==> src/rtl/mem_port_arbiter.sv <==
// Shares one single-port memory between the fetch and load/store ports with a single
// outstanding transaction. The data port has priority, limited by a starvation counter.
module mem_port_arbiter #(
    parameter int ADDR_WIDTH      = 32,
    parameter int DATA_WIDTH      = 32,
    parameter int MAX_DATA_STREAK = 4
) (
    input  logic                    clk_i,
    input  logic                    rst_i,
    input  logic                    instr_req_i,
    input  logic [ADDR_WIDTH-1:0]   instr_addr_i,
    output logic                    instr_gnt_o,
    output logic                    instr_rvalid_o,
    output logic [DATA_WIDTH-1:0]   instr_rdata_o,
    input  logic                    data_req_i,
    input  logic                    data_we_i,
    input  logic [DATA_WIDTH/8-1:0] data_be_i,
    input  logic [ADDR_WIDTH-1:0]   data_addr_i,
    input  logic [DATA_WIDTH-1:0]   data_wdata_i,
    output logic                    data_gnt_o,
    output logic                    data_rvalid_o,
    output logic [DATA_WIDTH-1:0]   data_rdata_o,
    output logic                    mem_req_o,
    output logic                    mem_we_o,
    output logic [DATA_WIDTH/8-1:0] mem_be_o,
    output logic [ADDR_WIDTH-1:0]   mem_addr_o,
    output logic [DATA_WIDTH-1:0]   mem_wdata_o,
    input  logic                    mem_gnt_i,
    input  logic                    mem_rvalid_i,
    input  logic [DATA_WIDTH-1:0]   mem_rdata_i
);

    localparam int BE_WIDTH     = DATA_WIDTH / 8;
    localparam int STREAK_WIDTH = $clog2(MAX_DATA_STREAK + 1);
    localparam logic [STREAK_WIDTH-1:0] STREAK_MAX = STREAK_WIDTH'(MAX_DATA_STREAK);
    localparam logic [STREAK_WIDTH-1:0] STREAK_ONE = STREAK_WIDTH'(1'b1);
    localparam logic OWNER_INSTR = 1'b0;
    localparam logic OWNER_DATA  = 1'b1;

    typedef enum logic [1:0] {
        ST_IDLE    = 2'd0,
        ST_PENDING = 2'd1,
        ST_RESP    = 2'd2
    } state_t;

    state_t                  state_r;
    logic                    owner_r;
    logic [STREAK_WIDTH-1:0] streak_r;

    logic any_req_s;
    logic win_owner_s;
    logic cur_owner_s;
    logic issue_raw_s;
    logic issue_s;
    logic gnt_s;
    logic resp_s;

    // Arbitration winner and request/response qualification; reset silences everything
    always_comb begin
        any_req_s   = instr_req_i | data_req_i;
        win_owner_s = OWNER_INSTR;
        issue_raw_s = 1'b0;
        if (instr_req_i && data_req_i) begin
            win_owner_s = (streak_r == STREAK_MAX) ? OWNER_INSTR : OWNER_DATA;
        end else if (data_req_i) begin
            win_owner_s = OWNER_DATA;
        end else begin
            win_owner_s = OWNER_INSTR;
        end
        case (state_r)
            ST_IDLE:    issue_raw_s = any_req_s;
            ST_PENDING: issue_raw_s = 1'b1;
            default:    issue_raw_s = 1'b0;
        endcase
        cur_owner_s = (state_r == ST_IDLE) ? win_owner_s : owner_r;
        issue_s     = issue_raw_s & ~rst_i;
        gnt_s       = issue_s & mem_gnt_i;
        resp_s      = ~rst_i & (state_r == ST_RESP) & mem_rvalid_i;
    end

    // Memory request fields muxed from the current owner
    always_comb begin
        mem_req_o   = 1'b0;
        mem_we_o    = 1'b0;
        mem_be_o    = {BE_WIDTH{1'b0}};
        mem_addr_o  = {ADDR_WIDTH{1'b0}};
        mem_wdata_o = {DATA_WIDTH{1'b0}};
        if (issue_s) begin
            mem_req_o = 1'b1;
            if (cur_owner_s == OWNER_DATA) begin
                mem_we_o    = data_we_i;
                mem_be_o    = data_be_i;
                mem_addr_o  = data_addr_i;
                mem_wdata_o = data_wdata_i;
            end else begin
                mem_be_o   = {BE_WIDTH{1'b1}};
                mem_addr_o = instr_addr_i;
            end
        end else begin
            mem_req_o = 1'b0;
        end
    end

    // Grant and response steering back to the owning port
    always_comb begin
        instr_gnt_o    = gnt_s & (cur_owner_s == OWNER_INSTR);
        data_gnt_o     = gnt_s & (cur_owner_s == OWNER_DATA);
        instr_rvalid_o = resp_s & (owner_r == OWNER_INSTR);
        data_rvalid_o  = resp_s & (owner_r == OWNER_DATA);
        instr_rdata_o  = instr_rvalid_o ? mem_rdata_i : {DATA_WIDTH{1'b0}};
        data_rdata_o   = data_rvalid_o  ? mem_rdata_i : {DATA_WIDTH{1'b0}};
    end

    // Transaction FSM, owner lock and data-streak counter
    always_ff @(posedge clk_i or posedge rst_i) begin
        if (rst_i) begin
            state_r  <= ST_IDLE;
            owner_r  <= OWNER_INSTR;
            streak_r <= {STREAK_WIDTH{1'b0}};
        end else begin
            case (state_r)
                ST_IDLE: begin
                    if (any_req_s) begin
                        owner_r <= win_owner_s;
                        state_r <= mem_gnt_i ? ST_RESP : ST_PENDING;
                    end
                end
                ST_PENDING: begin
                    if (mem_gnt_i) begin
                        state_r <= ST_RESP;
                    end
                end
                ST_RESP: begin
                    if (mem_rvalid_i) begin
                        state_r <= ST_IDLE;
                    end
                end
                default: state_r <= ST_IDLE;
            endcase
            // Only data grants that make a fetch wait count toward starvation
            if (gnt_s) begin
                if (cur_owner_s == OWNER_DATA && instr_req_i) begin
                    if (streak_r != STREAK_MAX) begin
                        streak_r <= streak_r + STREAK_ONE;
                    end
                end else begin
                    streak_r <= {STREAK_WIDTH{1'b0}};
                end
            end
        end
    end

endmodule

==> config.mk <==
export PLATFORM = sky130hd
export DESIGN_NAME = mem_port_arbiter
export DESIGN_NICKNAME = d
export VERILOG_FILES = /design/src/rtl/mem_port_arbiter.sv
export SDC_FILE = /design/constraint.sdc
export NUM_CORES = 1
export LEC_CHECK = 0
export BUFFER_PORTS_ARGS = -buffer_cell sky130_fd_sc_hd__buf_2
export CORE_AREA = 3 3 106 108
export CTS_CLUSTER_SIZE = 24
export DETAILED_ROUTE_END_ITERATION = 7
export DIE_AREA = 0 0 109 111
export PLACE_DENSITY = 0.57
export SYNTH_ARGS = -nofsm -noshare
export SYNTH_HDL_FRONTEND = slang
export SYNTH_SLANG_ARGS = --single-unit
==> constraint.sdc <==
create_clock -name clk_i -period 1.8 [get_ports clk_i]
set_input_delay 0.18 -clock clk_i [delete_from_list [all_inputs] [get_ports clk_i]]
set_output_delay 0.18 -clock clk_i [all_outputs]
set_load 0.01 [all_outputs]
==> run metrics <==
drt drc 0; area delta synth->final 132%; peak supply drop 0.000253 V; largest net degree at the start of global routing slightly below 50; vias per cell 4.31; post-synthesis sequential area ratio 0.0948; failing checks setup timing; reg2reg end streak_r[2]; Final Hold Viols 0; Yosys top cell by area and2_1; Buf+Inv Stages, Crit Path 4; minimum clock period ~2.0 ns; slew margin rel. 0.859; Netlist Area Pre-Place 1580 µm²; drt pass-1 iters 4; IO buf count between 200 and 300; CTS Buf Count 3; GRT overflow 0; final period utilization 1.10; worst hold slack about 0.20 ns; Distinct cells, synth 28; PnR worst setup slack -0.174 ns; Ys Warns 0; HP Class in -> reg; vias in the first global route about 2700; DIE AREA 12100 µm²; final instance area around 3700 µm²; Clock Latency Late Sink 0.22 ns; final setup vio count 71; CP startpoint kind flop; async set-reset flop share out of synthesis 1.00; root buffer cell clkbuf_8; R2R depth 8; CORE AREA 10300 µm²; clock skew between 0.003 and 0.004 ns; Max Freq 507 MHz; #FFs+latches synth 6; clk sinks 6; nets 697; clock-pin slew on the worst setup and hold paths 0.04 ns; Setup TNS Final -9.16 ns; Die Wd roughly 110 µm; post-DP HPWL 7.29 mm; PwrDens approximately 560 nW/µm²; RSZ-0062 raised after global routing yes; first-pass GRT wire length 12.6 mm; Data arrival, critical path around 1.8 ns; CP cell instances inv_1 > ha_4 > nand3_4 > a31oi_4 > buf_4 > clkbuf_16 > nand2_1 > a21oi_1 > buf_2; worst endpoint required time ~1.6 ns; Max Fanout on Critical Path 9; post-layout util 0.356; Hold EP state_r[0]; Critical R2R Launch streak_r[0]; Synth Flop Type dfrtp_1; Initial Util 0.153; min-delay src mem_gnt_i; Post-synth EDFFs 0; CP delay by family, top buffers and inverters; Mapped Nets around 410; Worst path slowest cell dfrtp_1; worst hold path cell count 2; share of layout cells above drive strength 1 0.634; max-cap check violation count 0; post-route ant nets 0; R2R Setup Slk -0.04 ns; Clock Path Buffers 2; CTS tree built; status finished, violations left; area share of the largest cell type after synthesis 0.253; vias after detailed routing just under 3000; WL final between 9 and 10 mm; fin. max-slew vios 0; GR Util All Layers 0.128; Post-Syn Instances around 270; IO Pins ~280; # diodes 0; Worst Setup End Kind output pin; H-tree depth 1; Die Y roughly 110 µm; CP peak stage delay approximately 0.38 ns; Core Rows 37; Routed wire per std cell 14.0 µm; initial detailed-routing violation count approximately 140; critical path class reg -> out; Leakage roughly 2.3 nW; initial antenna violation count 0; Post-DP Area about 3200 µm²; worst slew pin tran approximately 0.21 ns; syn avg cell area about 5.8 µm²; Final Wtd Congestion about 0.85; synth top area cells and2_1, nand2_1, and3_1
[metal layers]
metal,vias to the layer above,track usage,share of wire
met1,1324,0.138,0.36
li1,1446,-,-
met2,197,0.254,0.53
met5,-,0,0
met4,0,0.0278,0.011
met3,8,0.0163,0.098
[stage by stage]
stage | power (W) | cells | setup WS [ns]
detailed placement | 0.00146 | 673 | -0.0729
finish | 0.00205 | 690 | -0.174
global route | 0.00222 | 690 | -0.262
CTS | 0.00180 | 679 | -0.180
floorplan | 0.000911 | 273 | 0.108
global placement | 0.00143 | 673 | -0.0122
[power breakdown]
| group | total, W | switching, W | internal [W] |
|---|---|---|---|
| registers | 0.000221 | 0.0000514 | 0.000170 |
| logic | 0.00162 | 0.000849 | 0.000773 |
| clock network | 0.000207 | 0.0000631 | 0.000144 |
[placed cells by master, fill, tap and decap left out, types with 6 or more instances in the layout]
master and n:
buf_6 11, a21oi_2 13, buf_12 6, nor2_1 9, and3_1 33, buf_2 269
nand2_1 65, a21oi_1 18, and2_1 59, nand2_4 6, buf_4 11
[worst max-delay path by stage]
stage,from,endpoint,depth (start not counted)
3_3_place_gp,streak_r[0],mem_addr_o[10],8
5_1_grt,streak_r[0],mem_addr_o[12],9
6_report,streak_r[0],mem_addr_o[15],9
4_1_cts,streak_r[0],mem_addr_o[1],9
2_1_floorplan,streak_r[0],mem_addr_o[10],8
3_5_place_dp,streak_r[0],mem_addr_o[10],8
[Yosys cell counts (2+ instances only)]
cell type	instances
buf_6	4
clkbuf_1	12
nor2_1	13
o21ai_0	3
nand3_1	2
buf_2	8
and2_1	64
inv_1	5
dfrtp_1	6
and3_1	33
a21oi_1	32
nor3_1	3
nand2_1	72
ha_1	2
[repair_timing]
| action | in CTS | in global routing |
|---|---|---|
| endpoints found under the hold margin | 6 | 0 |
| hold buffers | 1 | 0 |
| setup endpoints to repair | 103 | 88 |
| pin swaps | 2 | 11 |
| gates cloned | 1 | 5 |
| gates resized for setup | 16 | 48 |
| buffers inserted | 2 | 7 |
[state kept, by name, indices dropped and copies added (netlist names)]
name,cells
streak_r,3
state_r,2
owner_r,1
[cell type report]
class / count / area, µm²
multi-input cells: 236 / 1470
fillers: 1082 / 6650
clock buffers: 3 / 41.3
well taps: 136 / 170
inverters: 6 / 30.0
repair buffers: 303 / 1810
flip-flops and latches: 6 / 151
[worst register-to-register path: stages, from the launching register on]
cell and delay [ns]:
dfrtp_1 0.36, inv_1 0.08, ha_4 0.16, nand3_4 0.09, a31oi_4 0.10, buf_6 0.15, buf_4 0.15, or3b_4 0.41
o311ai_2 0.24
[cell families after synthesis]
logic type	share of synthesized area
buffers and inverters	0.101
adder cells (fa/ha/maj)	0.0158
AO/OA/AOI/OAI	0.148
flip-flops	0.0948
AND/OR/NAND/NOR	0.641
No activity file was read; power rests on OpenSTA's default activity.
